### src/rtl/count_sys_pkg.sv
// Shared types for the counting system: count register width, opcodes and
// the arbiter FSM states.
package count_sys_pkg;

  localparam int COUNT_W = 12;

  typedef enum logic [1:0] {
    LOAD  = 2'b00,
    ADD   = 2'b01,
    SUB   = 2'b10,
    CLEAR = 2'b11
  } count_op_e;

  typedef enum logic [1:0] {
    IDLE  = 2'd0,
    APPLY = 2'd1,
    CHECK = 2'd2
  } arb_state_e;

endpackage

### src/rtl/rr_arbiter.sv
// Combinational round-robin pick: lowest eligible index at or above i_ptr,
// otherwise lowest eligible index overall. Output is one-hot (or zero).
module rr_arbiter #(
  parameter int NREQ = 4
) (
  input  logic [NREQ-1:0]         i_req,
  input  logic [NREQ-1:0]         i_mask,
  input  logic [$clog2(NREQ)-1:0] i_ptr,
  output logic [NREQ-1:0]         o_win
);

  logic [NREQ-1:0] w_elig;
  logic [NREQ-1:0] w_below_ptr;
  logic [NREQ-1:0] w_hi;
  logic [NREQ-1:0] w_pick;

  assign w_elig      = i_req & i_mask;
  assign w_below_ptr = (NREQ'(1) << i_ptr) - NREQ'(1);
  assign w_hi        = w_elig & ~w_below_ptr;
  assign w_pick      = (|w_hi) ? w_hi : w_elig;
  // Isolate the lowest set bit of the chosen half.
  assign o_win       = w_pick & (~w_pick + NREQ'(1));

endmodule

### src/rtl/count_reg_arbiter.sv
// Round-robin owner of the shared negedge count register's data input.
// Optional readback check enabled by defining COUNT_ARB_READBACK_EN.
module count_reg_arbiter
  import count_sys_pkg::*;
#(
  parameter int NREQ  = 4,
  parameter int WIDTH = COUNT_W
) (
  input  logic                    i_clk,
  input  logic                    i_rst_n,
  input  logic [NREQ-1:0]         i_req,
  input  logic [2*NREQ-1:0]       i_op,
  input  logic [WIDTH*NREQ-1:0]   i_operand,
  input  logic [WIDTH-1:0]        i_reg_q,
  output logic [WIDTH-1:0]        o_reg_d,
  output logic [NREQ-1:0]         o_gnt,
  output logic [NREQ-1:0]         o_ack,
  output logic [WIDTH-1:0]        o_rdata,
  output logic                    o_wrap,
  output logic                    o_err
);

  localparam int IDXW = $clog2(NREQ);

  arb_state_e        r_state;
  logic [IDXW-1:0]   r_ptr;
  logic [IDXW-1:0]   r_idx;
  count_op_e         r_op;
  logic [WIDTH-1:0]  r_operand;
  logic [NREQ-1:0]   r_gnt;
  logic [NREQ-1:0]   r_ack;
  logic [WIDTH-1:0]  r_reg_d;
  logic              r_flag;
  logic [WIDTH-1:0]  r_rdata;
  logic              r_wrap;

  logic [NREQ-1:0]   w_win;
  logic [IDXW-1:0]   w_win_idx;
  logic [1:0]        w_sel_op;
  logic [WIDTH-1:0]  w_sel_opnd;

  // Top bit carries the ADD carry / SUB borrow; zero for LOAD and CLEAR.
  function automatic logic [WIDTH:0] next_val(input logic [WIDTH-1:0] q,
                                               input count_op_e        op,
                                               input logic [WIDTH-1:0] opnd);
    case (op)
      LOAD:    return {1'b0, opnd};
      ADD:     return {1'b0, q} + {1'b0, opnd};
      SUB:     return {1'b0, q} - {1'b0, opnd};
      default: return '0;
    endcase
  endfunction

  // A requester being acked this cycle is masked so a late release is ignored.
  rr_arbiter #(.NREQ(NREQ)) u_arb (
    .i_req  (i_req),
    .i_mask (~r_ack),
    .i_ptr  (r_ptr),
    .o_win  (w_win)
  );

  always_comb begin
    w_win_idx  = '0;
    w_sel_op   = '0;
    w_sel_opnd = '0;
    for (int i = 0; i < NREQ; i++) begin
      if (w_win[i]) begin
        w_win_idx  = IDXW'(i);
        w_sel_op   = i_op[2*i +: 2];
        w_sel_opnd = i_operand[WIDTH*i +: WIDTH];
      end
    end
  end

  always_ff @(posedge i_clk) begin
    if (!i_rst_n) begin
      r_state   <= IDLE;
      r_ptr     <= '0;
      r_idx     <= '0;
      r_op      <= LOAD;
      r_operand <= '0;
      r_gnt     <= '0;
      r_ack     <= '0;
      r_reg_d   <= '0;
      r_flag    <= 1'b0;
      r_rdata   <= '0;
      r_wrap    <= 1'b0;
    end else begin
      r_ack <= '0;
      case (r_state)
        IDLE: begin
          if (|w_win) begin
            r_gnt     <= w_win;
            r_idx     <= w_win_idx;
            r_op      <= count_op_e'(w_sel_op);
            r_operand <= w_sel_opnd;
            r_state   <= APPLY;
          end
        end
        APPLY: begin
          {r_flag, r_reg_d} <= next_val(i_reg_q, r_op, r_operand);
          r_state           <= CHECK;
        end
        CHECK: begin
          r_rdata <= i_reg_q;
          r_wrap  <= r_flag;
          r_ack   <= r_gnt;
          r_gnt   <= '0;
          r_ptr   <= (r_idx == IDXW'(NREQ-1)) ? '0 : r_idx + 1'b1;
          r_state <= IDLE;
        end
        default: r_state <= IDLE;
      endcase
    end
  end

`ifdef COUNT_ARB_READBACK_EN
  logic r_err;

  // Register should hold exactly what APPLY drove by the time CHECK samples it.
  always_ff @(posedge i_clk) begin
    if (!i_rst_n) begin
      r_err <= 1'b0;
    end else if (r_state == CHECK && i_reg_q != r_reg_d) begin
      r_err <= 1'b1;
    end
  end

  assign o_err = r_err;
`else
  assign o_err = 1'b0;
`endif

  assign o_reg_d = r_reg_d;
  assign o_gnt   = r_gnt;
  assign o_ack   = r_ack;
  assign o_rdata = r_rdata;
  assign o_wrap  = r_wrap;

endmodule

### config.mk
export PLATFORM = sky130hd
export DESIGN_NAME = count_reg_arbiter
export DESIGN_NICKNAME = d
export VERILOG_FILES = /design/src/rtl/count_sys_pkg.sv /design/src/rtl/rr_arbiter.sv /design/src/rtl/count_reg_arbiter.sv
export SDC_FILE = /design/constraint.sdc
export NUM_CORES = 1
export LEC_CHECK = 0
export ABC_CLOCK_PERIOD_IN_PS = 7900
export CAP_MARGIN = 20
export CORE_ASPECT_RATIO = 0.8
export CORE_UTILIZATION = 35
export DETAILED_ROUTE_END_ITERATION = 10
export HOLD_SLACK_MARGIN = 0.02
export PLACE_DENSITY_LB_ADDON = 0.08
export SLEW_MARGIN = 5
export SYNTH_ARGS = -nofsm -noshare
export SYNTH_HDL_FRONTEND = slang
export SYNTH_SLANG_ARGS = --single-unit
export TNS_END_PERCENT = 50
### constraint.sdc
create_clock -name i_clk -period 7.9 [get_ports i_clk]
set_input_delay 1.185 -clock i_clk [delete_from_list [all_inputs] [get_ports i_clk]]
set_output_delay 1.185 -clock i_clk [all_outputs]
set_load 0.01 [all_outputs]
==> reports/metrics.yaml <==
seqCellArea_mm2: 0.00108
syn_inst: 398
antenna_left: 0
multi_input_area_mm2: 0.00191
powerDensity_mw_per_mm2: 206
vias_per_cell: 5.34
dp_hpwl_um: 7620
synth_fp_nets: 490
postCtsSetupBuffers: 0
synthesis.area_mm2: 0.00316
grt_usage: 0.223
ys_async_sr_fraction: 0
cts.reportedPaths.clkPinSlew_ns: 0.07
critPathKind: "in -> reg"
grt_max_degree: 35
clock_skew_ns: 0.00664
setup_tns_ns: 0
syn_to_final_growth_pct: 40.5
hold_class: "reg -> reg"
relSlewSlack: 0.329
die_h_um: 86.9
die-area_mm2: 0.00941
hold-worst-slack_ns: 0.454
utilization: 0.514
fin_crit_ns: 3.91
n_antenna_cell: 0
antenna_found_initial: 0
crit_fanout: 34
tritoncts: "done"
finalNetCount: 585
ios: 108
grt_setup_unrepaired: "false"
grt_pass1_wl_um: 16000
arrival_ns: 4.11
synth_edf_count: 0
ys_ff_latch: 54
cts_made_buffers: 5
setup_viol: 0
numPortBuffers: 106
initial_core_util: 0.366
coreArea_mm2: 0.00863
ctsResizeCount: 0
drt_iter0_drc: 172
drt-pass1-iter-count: 5
finalPower_uw: 913
placementRows: 30
ys_types: 54
required_ns: 8.10
status: "completed"
drive_above_1_share: 0.0344
grt_overflow: 0
p_leak_uw: 0.00164
yosysSeqAreaShare: 0.342
end_kind: "flip-flop"
finalCritPeriodShare: 0.495
die_w_um: 108
fmax_mhz: 256
gp_congestion: 0.816
synth_area_per_cell_um2: 7.93
drv_slew: 0
cp-start-kind: "primary input"
hold_buffers: 0
max_cap_viol_count: 0
ir_worst_vdd_mv: 0.109
wl_per_cell_um: 16.3
clock_path_buffers: 2
final.fill_count: 885
tightest_slew_ns: 1.00
cts_root_buffer: "clkbuf_16"
cts_sinks: 54
ys_warn_count: 0
route.detailed.drc: 0
vias: 3237
hold_viol: 0
cts_max_level: 2
drt-total-wl_um: 9900
clock_latency_ns: 0.29
synth_top_flop_cell: "dfxtp_1"
grt_pass1_vias: 3071
-- per-layer routing --
layer,vias up,GRT usage,routed length [µm]
met5,-,0,0
met3,9,0.0359,619
met2,91,0.338,4250
li1,1654,-,-
met4,0,0.0573,97
met1,1483,0.325,4930
-- critical path, stage by stage --
cell	delay (ns)
clkdlybuf4s50_1	0.92
clkinv_1	0.98
nor4_1	0.69
nand4_1	0.18
o211ai_1	0.12
-- layout make-up --
type | count | area share
Multi-Input combinational cell | 305 | 0.430
Timing Repair Buffer | 110 | 0.248
Sequential cell | 54 | 0.244
Tap cell | 112 | 0.0316
Clock buffer | 6 | 0.0291
Inverter | 17 | 0.0144
Clock inverter | 2 | 0.00310
-- kinds of logic (layout without fill, tap and decap cells) --
kind of cell,count (synthesis),after routing,synth area share
AOI/OAI and AO/OA,131,131,0.275
xor gates and xnor gates,16,16,0.0444
adders and majority gates,18,18,0.0737
buffers and inverters,39,135,0.0527
DFF,54,54,0.342
muxes,1,1,0.00357
other,1,1,0.00119
and+or+nand+nor,138,138,0.207
-- stage by stage --
stage	area [µm²]	std cells	setup slack, ns
finish	4440	606	3.99
global route	4440	606	3.65
CTS	4410	604	3.95
detailed placement	4270	596	3.65
global placement	4270	596	3.82
floorplan	3160	398	5.00
-- path summary, 6_finish.rpt --
path	cells past startpoint	endpoint	slack, ns	from
max	5	o_reg_d[7]	3.99	i_rst_n
min reg2reg	2	o_wrap	0.45	o_wrap
max reg2reg	11	o_reg_d[11]	4.88	r_operand[2]
min	2	o_wrap	0.45	o_wrap
-- flip-flops by register name, summed over array words and instances, names as in the netlist --
signal     cells
o_rdata       12
o_reg_d       12
r_operand     12
o_ack          4
o_gnt          4
r_idx          2
r_op           2
r_ptr          2
r_state        2
o_wrap         1
r_flag         1
-- power breakdown --
group / switching (µW) / total (µW) / internal [µW]
combinational: 198 / 376 / 178
clock: 98.7 / 216 / 118
sequential: 24.7 / 321 / 296
-- Yosys cell counts, drive strengths merged, types with 8 or more instances --
library cell,count,area (µm²)
nor3,8,40.0
dfxtp,54,1080
nand3,30,150
a21oi,30,154
inv,16,60.1
a22oi,11,82.6
o21ai,27,139
nand2,46,173
nor2,25,96.4
ha,17,213
clkbuf,15,56.3
xnor2,12,105
a221oi,11,96.3
a31oi,14,87.6
-- cell usage in the layout, fill, tap and decap left out, drive strengths merged, types with 3 or more instances in the layout --
cell / Yosys / routed
a21o: 7 / 7
a21oi: 30 / 30
a221oi: 11 / 11
a222oi: 5 / 5
a22oi: 11 / 11
a31oi: 14 / 14
and2: 3 / 3
and3: 5 / 5
buf: 7 / 4
clkbuf: 15 / 6
clkdlybuf4s50: 0 / 106
clkinv: 1 / 3
dfxtp: 54 / 54
ha: 17 / 17
inv: 16 / 16
nand2: 46 / 46
nand2b: 7 / 7
nand3: 30 / 30
nor2: 25 / 25
nor2b: 4 / 4
nor3: 8 / 8
o211ai: 3 / 3
o21a: 4 / 4
o21ai: 27 / 27
o22ai: 5 / 5
o32ai: 3 / 3
xnor2: 12 / 12
xor2: 4 / 4
Note: power is estimated with default switching activity, not from simulation.
==> patch 1: new RTL, config.mk and constraints unchanged <==
The package constant `COUNT_W` goes from 12 to 18.
--- a/src/rtl/count_sys_pkg.sv
+++ b/src/rtl/count_sys_pkg.sv
@@ -2,7 +2,7 @@
 // the arbiter FSM states.
 package count_sys_pkg;
 
-  localparam int COUNT_W = 12;
+  localparam int COUNT_W = 18;
 
   typedef enum logic [1:0] {
     LOAD  = 2'b00,
Ports: changed (resized i_operand, i_reg_q, o_rdata and o_reg_d); port bits go from 108 to 150. No check against the original RTL was run, so the function may have changed too.
==> patch 1 against the original RTL <==
- non-clock buffer count is 46 higher
- wire length is 52% higher
- total power up 60%
- final area rose by 46%
- sequential cell count up 18
- highest routed layer unchanged
- largest cell class unchanged
- setup slack improved by 460 ps
- clock power up 90%
- combinational power up 66%
- synthesized area increased by 46%
- sequential power rose by 33%
- largest power group unchanged
- critical endpoint is now o_reg_d[16]
==> patch 1: results (changes against the original RTL) <==
stage,metric,value,unit,change
synthesis,post-synthesis sequential area ratio,31.4,%,was 34.2%
placement,Buffers on Ports,148,,was 106
outcome,outcome,completed,,unchanged
cts,CTS Buf Count,9,,was 5
hold_path,worst hold start,o_rdata[7],,was o_wrap
sta,clock skew,6.88,ps,was 6.64 ps
grt,vias in the first global route,4767,,was 3071
placement,Detailed Place HPWL,11300,um,was 7620 um
cells_and_area,layout cells sized above 1,4.87,%,was 3.44%
cells_and_area,# fillers,1224,,was 885
grt,largest net degree at the start of global routing,43,,was 35
synthesis,Yosys cell types,70,,was 54
synthesis,Synthesized Nets,713,,was 490
cts,H-tree levels,3,,was 2
critical_path,crit path launch,i_reg_q[0],,was i_rst_n
synthesis,Post-synth top cells,"nand2_1, dfxtp_1, a21oi_1",,"was dfxtp_1, nand2_1, nand3_1"
critical_path,CP max FO,4,,was 34
grt,first-pass GRT wire length,24400,um,was 16000 um
pwr,Pleak,2.50,nW,was 1.64 nW
route,Initial DRC Count,355,,was 172
cells_and_area,NumNets Final,842,,was 585
grt,gr usage total,23.1,%,was 22.3%
placement,RePlAce Congestion,0.917,,was 0.816
synthesis,top post-synthesis cells by area,"dfxtp_1, nand2_1, ha_1",,"was dfxtp_1, ha_1, nand2_1"
pwr,Max VDD drop,0.117,mV,was 0.109 mV
critical_path,CP arrival,3680,ps,was 4110 ps
critical_path,Critical R2R Launch,r_operand[0],,was r_operand[2]
cts,clk_lat worst skew,340,ps,was 290 ps
-- patch 1: cell types whose count changed after synthesis, moves of 6 or more --
cell      unedited run  this run
a21o_1               7        25
a21oi_1             29        52
a221oi_1            11        22
a31oi_1             14         6
buf_2                4        10
clkbuf_1            15        21
dfxtp_1             54        72
ha_1                17        23
nand2_1             46        77
nand3_1             30        13
nor2_1              24        36
nor3_1               8        16
o21ai_0             25        41
o21ai_1              1        13
-- patch 1: final timing paths --
check	to	slack, ps	cells after the start
min	o_rdata[7]	460	2
max	o_reg_d[16]	4450	10
max reg2reg	o_reg_d[15]	4570	13
min reg2reg	o_rdata[7]	460	2
-- patch 1: critical path: stages --
cell and delay, ps:
clkdlybuf4s50_1 480, inv_1 50, ha_1 240, fa_1 410
nand2b_1 190, a21o_1 210, a211oi_2 270, nor2_1 130
o2111a_1 260, a221o_1 250
-- patch 1: where the power goes --
group          switching [W]  internal, W
logic               0.000336     0.000288
clock network       0.000159     0.000251
registers          0.0000337     0.000393
total               0.000529     0.000932
-- patch 1: cell families after synthesis --
| kind of cell | Yosys count | synth area share (%) |
|---|---|---|
| compound gates | 227 | 33.2 |
| buf+inv | 54 | 5.58 |
| simple gates | 184 | 18.6 |
| other cells | 1 | 0.0816 |
| fa+ha+maj | 24 | 6.70 |
| mux | 2 | 0.463 |
| flops | 72 | 31.4 |
| xor+xnor | 21 | 4.00 |
-- patch 1: routing by layer --
metal	up-vias	global-route usage (%)	wire length, um
li1	2419	-	-
met1	2347	31.0	7120
met2	146	37.3	6910
met3	20	4.37	737
met4	0	6.56	229
met5	-	0	0
-- patch 1: layout make-up --
cell class	instances	area share [%]
inverter	16	0.928
multi-input combinational	459	44.8
clock inverter	5	0.889
timing repair buffer	156	24.1
clock buffer	10	3.69
sequential	72	22.3
tap	175	3.38
-- patch 1: metrics by stage --
stage	cells	worst slack [ps]	instance area, um2	util [%]	hold WS [ps]
6_report	893	4450	6470	50.5	455
5_1_grt	893	4240	6470	50.5	472
4_1_cts	891	4440	6440	50.2	456
3_5_place_dp	876	4100	6140	47.9	449
3_3_place_gp	876	4130	6140	47.9	444
2_1_floorplan	585	4820	4600	-	432
==> patch 2: new RTL, config.mk and constraints unchanged <==
Without the edit above. Encoding of `arb_state_e`: now one-hot (3 bits for 3 states).
--- a/src/rtl/count_sys_pkg.sv
+++ b/src/rtl/count_sys_pkg.sv
@@ -11,10 +11,10 @@
     CLEAR = 2'b11
   } count_op_e;
 
-  typedef enum logic [1:0] {
-    IDLE  = 2'd0,
-    APPLY = 2'd1,
-    CHECK = 2'd2
+  typedef enum logic [2:0] {
+    IDLE  = 3'b001,
+    APPLY = 3'b010,
+    CHECK = 3'b100
   } arb_state_e;
 
 endpackage
Formal check against the unedited RTL: same outputs for any inputs over 4 cycles, from zero or initial values and one cycle with i_rst_n low; so few cycles prove little.
==> patch 2 against the original RTL <==
- global-route usage down 1.7 points
- synthesized area up 9.8%
- first-iteration DRC count up 1.2%
- final area up 5.0%
- clock power up 17%
- largest power group unchanged
- total power up 17%
- critical path type is now flip-flop to flip-flop
- final cell count up 1.2%
- critical path depth up 6
- setup slack better by 540 ps
- fmax up 16%
- sequential cell count up 1
- largest cell class unchanged
- wire length up 4.1%
- critical endpoint is now o_reg_d[11]
- register-to-register slack worse by 350 ps
==> patch 2: results (changes against the original RTL) <==
stage,metric,value,unit,change
outcome,outcome,completed,,unchanged
pwr,Max VDD drop,0.119,mV,was 0.109 mV
critical_path,r2r endpoint,o_reg_d[11],,unchanged
grt,gr usage total,20.5,%,was 22.3%
pwr,combinational power,0.000491,W,was 0.000376 W
pwr,Tot Pwr,0.00107,W,was 0.000913 W
synthesis,post-synthesis sequential area ratio,31.8,%,was 34.2%
critical_path,Crit path max-delay family,simple AND/OR/NAND/NOR gates,,was buffers and inverters
grt,first-pass GRT wire length,16700,um,was 16000 um
synthesis,Post-Synthesis Cells,407,,was 398
placement,Area after DPL,4490,um2,was 4270 um2
hold_path,worst hold start,o_rdata[1],,was o_wrap
pwr,Power Clock,0.000253,W,was 0.000216 W
grt,vias in the first global route,3313,,was 3071
cells_and_area,# fillers,956,,was 885
sta,worst slew pin tran,789,ps,was 1000 ps
critical_path,"slowest stage delay, CP",590,ps,was 980 ps
critical_path,CP arrival,3530,ps,was 4110 ps
route,mean routed wirelength per cell,16.8,um,was 16.3 um
pwr,Pleak,1.72,nW,was 1.64 nW
placement,post-placement setup slack,4380,ps,was 3650 ps
critical_path,CP max FO,10,,was 34
cells_and_area,final std cells w/o fill,613,,was 606
sta,clock skew,5.39,ps,was 6.64 ps
synthesis,Synthesized Nets,499,,was 490
hold_path,Hold EP,o_rdata[1],,was o_wrap
route,Initial DRC Count,174,,was 172
route,via count,3351,,was 3237
synthesis,Post-synth top cells,"dfxtp_1, nand2_1, a21oi_1",,"was dfxtp_1, nand2_1, nand3_1"
grt,largest net degree at the start of global routing,30,,was 35
placement,Placed Cells,605,,was 596
cells_and_area,layout cells sized above 1,7.09,%,was 3.44%
placement,Detailed Place HPWL,7660,um,was 7620 um
sta,worst hold margin,455,ps,was 454 ps
placement,RePlAce Congestion,0.840,,was 0.816
critical_path,R2R setup slack,4530,ps,was 4880 ps
synthesis,top post-synthesis cells by area,"dfxtp_1, ha_1, nand2_1",,unchanged
cells_and_area,"Core Util, Final",48.5,%,was 51.4%
patch 2: changes by cell type after synthesis, moves of 10 or more:
| cell | unedited run | this run |
|---|---|---|
| nand3_1 | 30 | 7 |
| a221oi_1 | 11 | 1 |
| o22ai_1 | 5 | 24 |
| a32o_1 | 1 | 14 |
| a22oi_1 | 11 | 1 |
| a21oi_1 | 29 | 39 |
| a221o_1 | 0 | 11 |
| o21ai_0 | 25 | 6 |
patch 2: how the worst max path moves through the flow:
stage	end	startpoint	slack [ps]
after global routing	o_reg_d[11]	r_operand[2]	4280
final	o_reg_d[11]	r_operand[2]	4530
after detailed placement	r_operand[1]	i_req[3]	4380
after floorplan	o_reg_d[11]	r_operand[2]	5140
after CTS	o_reg_d[11]	r_operand[2]	4640
after global placement	r_operand[3]	i_req[3]	4420
patch 2: layout make-up:
class / instances / area share (%)
flip-flops and latches: 55 / 23.6
clock buffers: 5 / 2.69
repair buffers: 107 / 23.0
well taps: 119 / 3.20
multi-input cells: 310 / 45.4
clock inverters: 3 / 0.941
inverters: 14 / 1.13
patch 2: layer usage:
layer	GRT usage (%)	part of all wire [%]	up-vias
li1	-	-	1667
met1	28.9	50	1566
met2	32.8	44	109
met3	3.20	5.6	9
met4	4.61	0.86	0
met5	0	0	-
patch 2: kinds of logic (layout without fill, tap and decap cells):
family	count (synthesis)	count (layout)	synth area share [%]
AOI/OAI and AO/OA	135	135	28.3
muxes	2	2	0.614
adders and majority gates	18	18	6.72
DFF	55	55	31.8
and+or+nand+nor	138	138	21.3
other	1	1	0.108
buffers and inverters	42	129	7.15
xor gates and xnor gates	16	16	4.04
patch 2: tightest hold or removal path: stages (launching register included):
cell and delay [ps]:
dfxtp_1 310, nand2_1 50, a21oi_1 50
